**config.mk**
```make
export PLATFORM = sky130hd
export DESIGN_NAME = nibble_serial_addsub
export DESIGN_NICKNAME = d
export VERILOG_FILES = /design/src/rtl/nibble_serial_addsub_pkg.sv /design/src/rtl/nibble_addsub_slice.sv /design/src/rtl/nibble_serial_addsub.sv
export SDC_FILE = /design/constraint.sdc
export NUM_CORES = 1
export LEC_CHECK = 0
export CAP_MARGIN = 5
export CORE_MARGIN = 2
export CORE_UTILIZATION = 40
export DETAILED_ROUTE_END_ITERATION = 12
export GPL_TIMING_DRIVEN = 0
export PLACE_DENSITY = 0.66
export SETUP_SLACK_MARGIN = 0.15
export SLEW_MARGIN = 30
export SYNTH_ARGS = -nofsm -noshare
export SYNTH_HDL_FRONTEND = slang
export SYNTH_HIERARCHICAL = 1
export SYNTH_SLANG_ARGS = --single-unit
```
**constraint.sdc**
```tcl
create_clock -name clk -period 2.8 [get_ports clk]
set_clock_uncertainty 0.05 [all_clocks]
set_input_delay 0.56 -clock clk [delete_from_list [all_inputs] [get_ports clk]]
set_output_delay 0.56 -clock clk [all_outputs]
set_load 0.005 [all_outputs]
```
**src/rtl/nibble_serial_addsub_pkg.sv**
```systemverilog
// Shared constants and state encoding for the nibble-serial add/sub datapath.
package nibble_serial_addsub_pkg;

   localparam int NIBBLE_W = 4;

   localparam logic OP_ADD = 1'b0;
   localparam logic OP_SUB = 1'b1;

   typedef enum logic [1:0] {
      ST_IDLE = 2'd0,
      ST_RUN  = 2'd1,
      ST_DONE = 2'd2
   } state_t;

endpackage

```
**src/rtl/nibble_addsub_slice.sv**
```systemverilog
// Combinational 4-bit ripple add/sub slice; cin is separate from m so the
// inter-nibble carry can be chained across cycles.
module nibble_addsub_slice
   import nibble_serial_addsub_pkg::*;
(
   input  logic [NIBBLE_W-1:0] a,
   input  logic [NIBBLE_W-1:0] b,
   input  logic                m,
   input  logic                cin,
   output logic [NIBBLE_W-1:0] s,
   output logic                c3,
   output logic                c4
);

   logic [NIBBLE_W-1:0] b_eff;
   logic [NIBBLE_W:0]   c;

   // Subtraction inverts B here; the +1 arrives through cin on nibble 0.
   always_comb begin
      b_eff = (m == OP_SUB) ? ~b : b;
      c     = '0;
      s     = '0;
      c[0]  = cin;
      for (int i = 0; i < NIBBLE_W; i++) begin
         s[i]   = a[i] ^ b_eff[i] ^ c[i];
         c[i+1] = (a[i] & b_eff[i]) | (a[i] & c[i]) | (b_eff[i] & c[i]);
      end
      c3 = c[NIBBLE_W-1];
      c4 = c[NIBBLE_W];
   end

endmodule

```
**src/rtl/nibble_serial_addsub.sv**
```systemverilog
// Multi-nibble two's-complement adder/subtractor: one 4-bit slice per clock,
// LSB nibble first, with the carry held in a register between nibbles.
module nibble_serial_addsub
   import nibble_serial_addsub_pkg::*;
#(
   parameter int NIBBLES = 4
) (
   input  logic                      clk,
   input  logic                      rst,
   input  logic                      start,
   input  logic [NIBBLE_W*NIBBLES-1:0] op_a,
   input  logic [NIBBLE_W*NIBBLES-1:0] op_b,
   input  logic                      m,
   output logic                      in_ready,
   output logic                      busy,
   output logic                      done,
   output logic [NIBBLE_W*NIBBLES-1:0] result,
   output logic                      cout,
   output logic                      v
);

   localparam int W     = NIBBLE_W * NIBBLES;
   localparam int IDX_W = $clog2(NIBBLES);
   localparam logic [IDX_W-1:0] LAST_IDX = IDX_W'(NIBBLES - 1);

   state_t state_q, state_d;

   logic [W-1:0]     a_q, b_q, partial_q, result_q;
   logic             m_q, carry_q, cout_q, v_q;
   logic [IDX_W-1:0] idx_q;

   logic [NIBBLE_W-1:0] a_nib, b_nib, s_nib;
   logic                c3, c4;
   logic                accept, last_nib;

   assign accept   = start & in_ready;
   assign last_nib = (state_q == ST_RUN) && (idx_q == LAST_IDX);
   assign a_nib    = a_q[int'(idx_q)*NIBBLE_W +: NIBBLE_W];
   assign b_nib    = b_q[int'(idx_q)*NIBBLE_W +: NIBBLE_W];

   nibble_addsub_slice u_slice (
      .a   (a_nib),
      .b   (b_nib),
      .m   (m_q),
      .cin (carry_q),
      .s   (s_nib),
      .c3  (c3),
      .c4  (c4)
   );

   always_ff @(posedge clk or posedge rst) begin
      if (rst) state_q <= ST_IDLE;
      else     state_q <= state_d;
   end

   // DONE accepts a new start directly so back-to-back ops skip IDLE.
   always_comb begin
      state_d  = state_q;
      in_ready = 1'b0;
      busy     = 1'b0;
      done     = 1'b0;
      case (state_q)
         ST_IDLE: begin
            in_ready = 1'b1;
            if (start) state_d = ST_RUN;
         end
         ST_RUN: begin
            busy = 1'b1;
            if (last_nib) state_d = ST_DONE;
         end
         ST_DONE: begin
            done     = 1'b1;
            in_ready = 1'b1;
            state_d  = start ? ST_RUN : ST_IDLE;
         end
         default: state_d = ST_IDLE;
      endcase
   end

   // Partial nibbles accumulate privately; result only moves on the MSB slice.
   always_ff @(posedge clk or posedge rst) begin
      if (rst) begin
         a_q       <= '0;
         b_q       <= '0;
         m_q       <= OP_ADD;
         carry_q   <= 1'b0;
         idx_q     <= '0;
         partial_q <= '0;
         result_q  <= '0;
         cout_q    <= 1'b0;
         v_q       <= 1'b0;
      end else if (accept) begin
         a_q     <= op_a;
         b_q     <= op_b;
         m_q     <= m;
         carry_q <= m;
         idx_q   <= '0;
      end else if (state_q == ST_RUN) begin
         partial_q[int'(idx_q)*NIBBLE_W +: NIBBLE_W] <= s_nib;
         carry_q <= c4;
         if (last_nib) begin
            idx_q    <= '0;
            result_q <= {s_nib, partial_q[W-NIBBLE_W-1:0]};
            cout_q   <= c4;
            v_q      <= c3 ^ c4;
         end else begin
            idx_q <= idx_q + 1'b1;
         end
      end
   end

   assign result = result_q;
   assign cout   = cout_q;
   assign v      = v_q;

endmodule

```
==> run_results.csv <==
group,metric,value,unit
finish,nFillCells,677,
pwr,peakVddDrop,0.0007561,V
finish,post-route-util,0.5400,
timing,timing.final.ws_setup,-0.06333,ns
pwr,p_leak,0.001834,uW
grt,grt_overflow,0,
timing,max_freq,0.3492,GHz
setup_path,r2r_start,"idx_q[0]",
synth,synthTopCellsByArea,"dfrtp_1 (54%), mux2_2 (13%), mux2_4 (7.2%), mux4_1 (5.0%), ha_1 (2.4%)",
place,gp_congestion,0.7582,
setup_path,crit_family,"adder cells",
clocking,cts_sinks,68,
setup_path,start_kind,"flip-flop",
drt,num_vias,1926,
clocking,ctsHoldBuffers,0,
timing,tightest_slew,0.3518,ns
setup_path,worst_r2r_path_depth,12,
clocking,numCtsBuffers,9,
die,fp-row-count,32,
synth,syn_nets,258,
setup_path,cp.required,2.97,ns
setup_path,crit_path_frequent_cell,"fa_2",
synth,netlist_area,0.003148,mm^2
clocking,cts-htree-levels,3,
place,pre_cts_slack,-0.4459,ns
grt,track_usage,0.1530,
synth,synth_cell_types,34,
finish,diodes,0,
timing,drv_slew,0,
setup_path,r2r_end,"v",
timing,setup_tns,-0.2049,ns
synth,synth_top_area_frac,0.5405,
setup_path,worstSetupPathType,"reg2reg",
drt,first_pass_iters,4,
grt,antenna_found_initial,0,
finish,drive_above_1_share,0.3562,
setup_path,regToRegSetupSlack,-0.06,ns
hold_path,whs_path_depth,2,
setup_path,crit_path_max_fanout,3,
clocking,cts_root_buf,"clkbuf_8",
synth,synth.avg_cell_area,14.78,um^2
die,dieArea,0.008596,mm^2
timing,post-route-min-period,2.863,ns
clocking,clk_transition_reported_paths,0.07,ns
drt,drc,0,
timing,relSlewSlack,0.7655,
setup_path,cp_num_buf_inv,4,
synth,postSynthCellCount,213,
timing,rsz0062_at_grt,"yes",
hold_path,hold_start,"partial_q[6]",
synth,synth_seq_cells,68,
setup_path,crit_path_top_delay_cell,"mux4_2",
grt,grt_max_degree,43,
synth,synth_warnings,6,
synth,synth_top_area_cell,"dfrtp_1",
clocking,clock_latency,0.34,ns
drt,wirelength,6001,um
drt,postRouteAntennaNets,0,
setup_path,slowest_delay,0.51,ns
flow_run,cap_violations,0,
die,die_w,92.72,um
die,die_height,92.72,um
drt,avgRoutedWirePerCell,15.23,um
place,dp_hpwl,4341,um
drt,drtIter0Drc,45,
die,start_util,0.4095,
outcome,violations,"setup timing",
timing,period_share,1.023,
timing,final_hold_viol_count,0,
setup_path,worstPathCellList,"buf_6 -> buf_8 -> mux4_2 -> xor2_2 -> fa_2 -> inv_2 -> fa_2 -> fa_2 -> inv_2 -> o22a_1 -> xnor2_1 -> o21ai_1",
finish,nets,333,
die,design.core.area,0.007687,mm^2
grt,grt_pass1_vias,1998,
grt,grt_pass1_wl,9901,um
die,pin_count,57,
finish,syn2layout_area_growth,31.88,%
pwr,powerDensity,1380,mW/mm^2
outcome,status,"complete, but fails checks",
synth,seq_area_frac_synth,0.5405,
hold_path,hp-class,"reg2reg",
clocking,cts_tree,"done",
setup_path,worstPathArrival,3.03,ns
drt,viasPerCell,4.888,
hold_path,min_to,"partial_q[6]",
timing,finalSetupViolCount,7,
clocking,clockBufferDepth,2,
place,port_buffers,56,
setup_path,critPathCaptureType,"flip-flop",
==> how the worst max path moves through the flow <==
stage             start      endpoint  depth (start not counted)
6_report       idx_q[0]             v                         12
5_1_grt        idx_q[0]             v                         12
4_1_cts        idx_q[0]             v                         12
3_5_place_dp   idx_q[1]  partial_q[3]                         10
3_3_place_gp        rst     result[8]                          2
2_1_floorplan  idx_q[0]    result[14]                         10
==> state kept, by name, summed over array words and instances (netlist names) <==
signal	flops
m_q	1
carry_q	1
idx_q	2
b_q	16
a_q	16
partial_q	12
cout	1
result	16
state_q	2
v	1
==> cells by family (layout without fill, tap and decap cells) <==
group | Yosys count | in the layout | share of synthesized area
flip-flops | 68 | 68 | 0.5405
XOR/XNOR | 6 | 6 | 0.01669
AO/OA/AOI/OAI | 19 | 19 | 0.04253
AND/OR/NAND/NOR | 32 | 32 | 0.05684
multiplexers | 58 | 58 | 0.2611
buffers and inverters | 21 | 100 | 0.03934
adder cells (fa/ha/maj) | 9 | 9 | 0.04293
==> metrics by stage <==
step | total power, uW | instances | area, um^2 | hold slack [ns]
2_1_floorplan | 3537 | 213 | 3159 | 0.3960
3_3_place_gp | 4349 | 371 | 3847 | 0.4154
3_5_place_dp | 4421 | 372 | 3870 | 0.4206
4_1_cts | 5686 | 393 | 4129 | 0.4393
5_1_grt | 6106 | 394 | 4151 | 0.4581
6_report | 5729 | 394 | 4151 | 0.4346
==> repair_timing <==
action | 4_1_cts | 5_1_grt
setup endpoints to repair | 15 | 13
pin swaps | 9 | 6
setup buffers | 6 | 1
gates resized for setup | 12 | 5
==> cell type report <==
type                       count  area, um^2  share of cell area
sequential                    68        1702              0.4099
multi-input combinational    124        1374              0.3309
timing repair buffer          64       636.9              0.1534
clock buffer                  13       148.9             0.03587
tap                          102       127.6             0.03074
buffer                         9       80.08             0.01929
inverter                      12       47.55             0.01145
clock inverter                 2       35.03            0.008439
==> worst reg2reg max path, stage by stage (launching register included) <==
cell	delay, ns
dfrtp_1	0.36
buf_6	0.11
buf_8	0.09
mux4_2	0.51
xor2_2	0.16
fa_2	0.22
inv_2	0.04
fa_2	0.33
fa_2	0.40
inv_2	0.08
o22a_1	0.19
xnor2_1	0.13
o21ai_1	0.07
==> routing by layer <==
layer / GRT usage / wire length, um / up-vias
met5: 0 / 0 / -
met4: 0.05147 / 72 / 0
met3: 0.04394 / 241 / 9
met2: 0.2500 / 2932 / 45
met1: 0.1968 / 2754 / 964
li1: - / - / 908
==> cell usage in the layout (no fill, tap or decap), types with 2 or more instances in the layout <==
cell type / n
buf_4: 6
a21oi_1: 2
ha_1: 6
o2bb2ai_2: 2
clkbuf_1: 3
inv_1: 6
mux2_4: 15
clkbuf_8: 10
nand3_1: 4
o21ai_1: 5
nand3b_1: 3
mux4_2: 4
fa_2: 3
a22o_1: 4
mux2_2: 35
clkdlybuf4s50_1: 56
nand3_2: 2
buf_2: 3
dfrtp_1: 68
mux4_1: 4
xnor2_1: 3
buf_6: 5
nor2b_1: 2
inv_2: 5
o2bb2ai_1: 2
nand2_1: 12
==> power breakdown <==
group	switching (uW)	internal [uW]
clock network	342	431
registers	263	1440
logic	1440	1820
==> synthesized netlist by cell type, drive strengths merged <==
| cell | count |
|---|---|
| dfrtp | 68 |
| mux2 | 50 |
| nand2 | 13 |
| inv | 12 |
| buf | 8 |
| mux4 | 8 |
| ha | 6 |
| nand3 | 6 |
| o21ai | 6 |
| a22o | 4 |
| o2bb2ai | 4 |
| xnor2 | 4 |
| fa | 3 |
| nand3b | 3 |
| nor2b | 3 |
| a21oi | 2 |
| xor2 | 2 |
| a22oi | 1 |
| and2b | 1 |
| and4 | 1 |
| and4bb | 1 |
| clkbuf | 1 |
| nand2b | 1 |
| nor2 | 1 |
| o21bai | 1 |
| o22a | 1 |
| or2 | 1 |
| or3 | 1 |
Note: power is estimated with default switching activity, not from simulation.
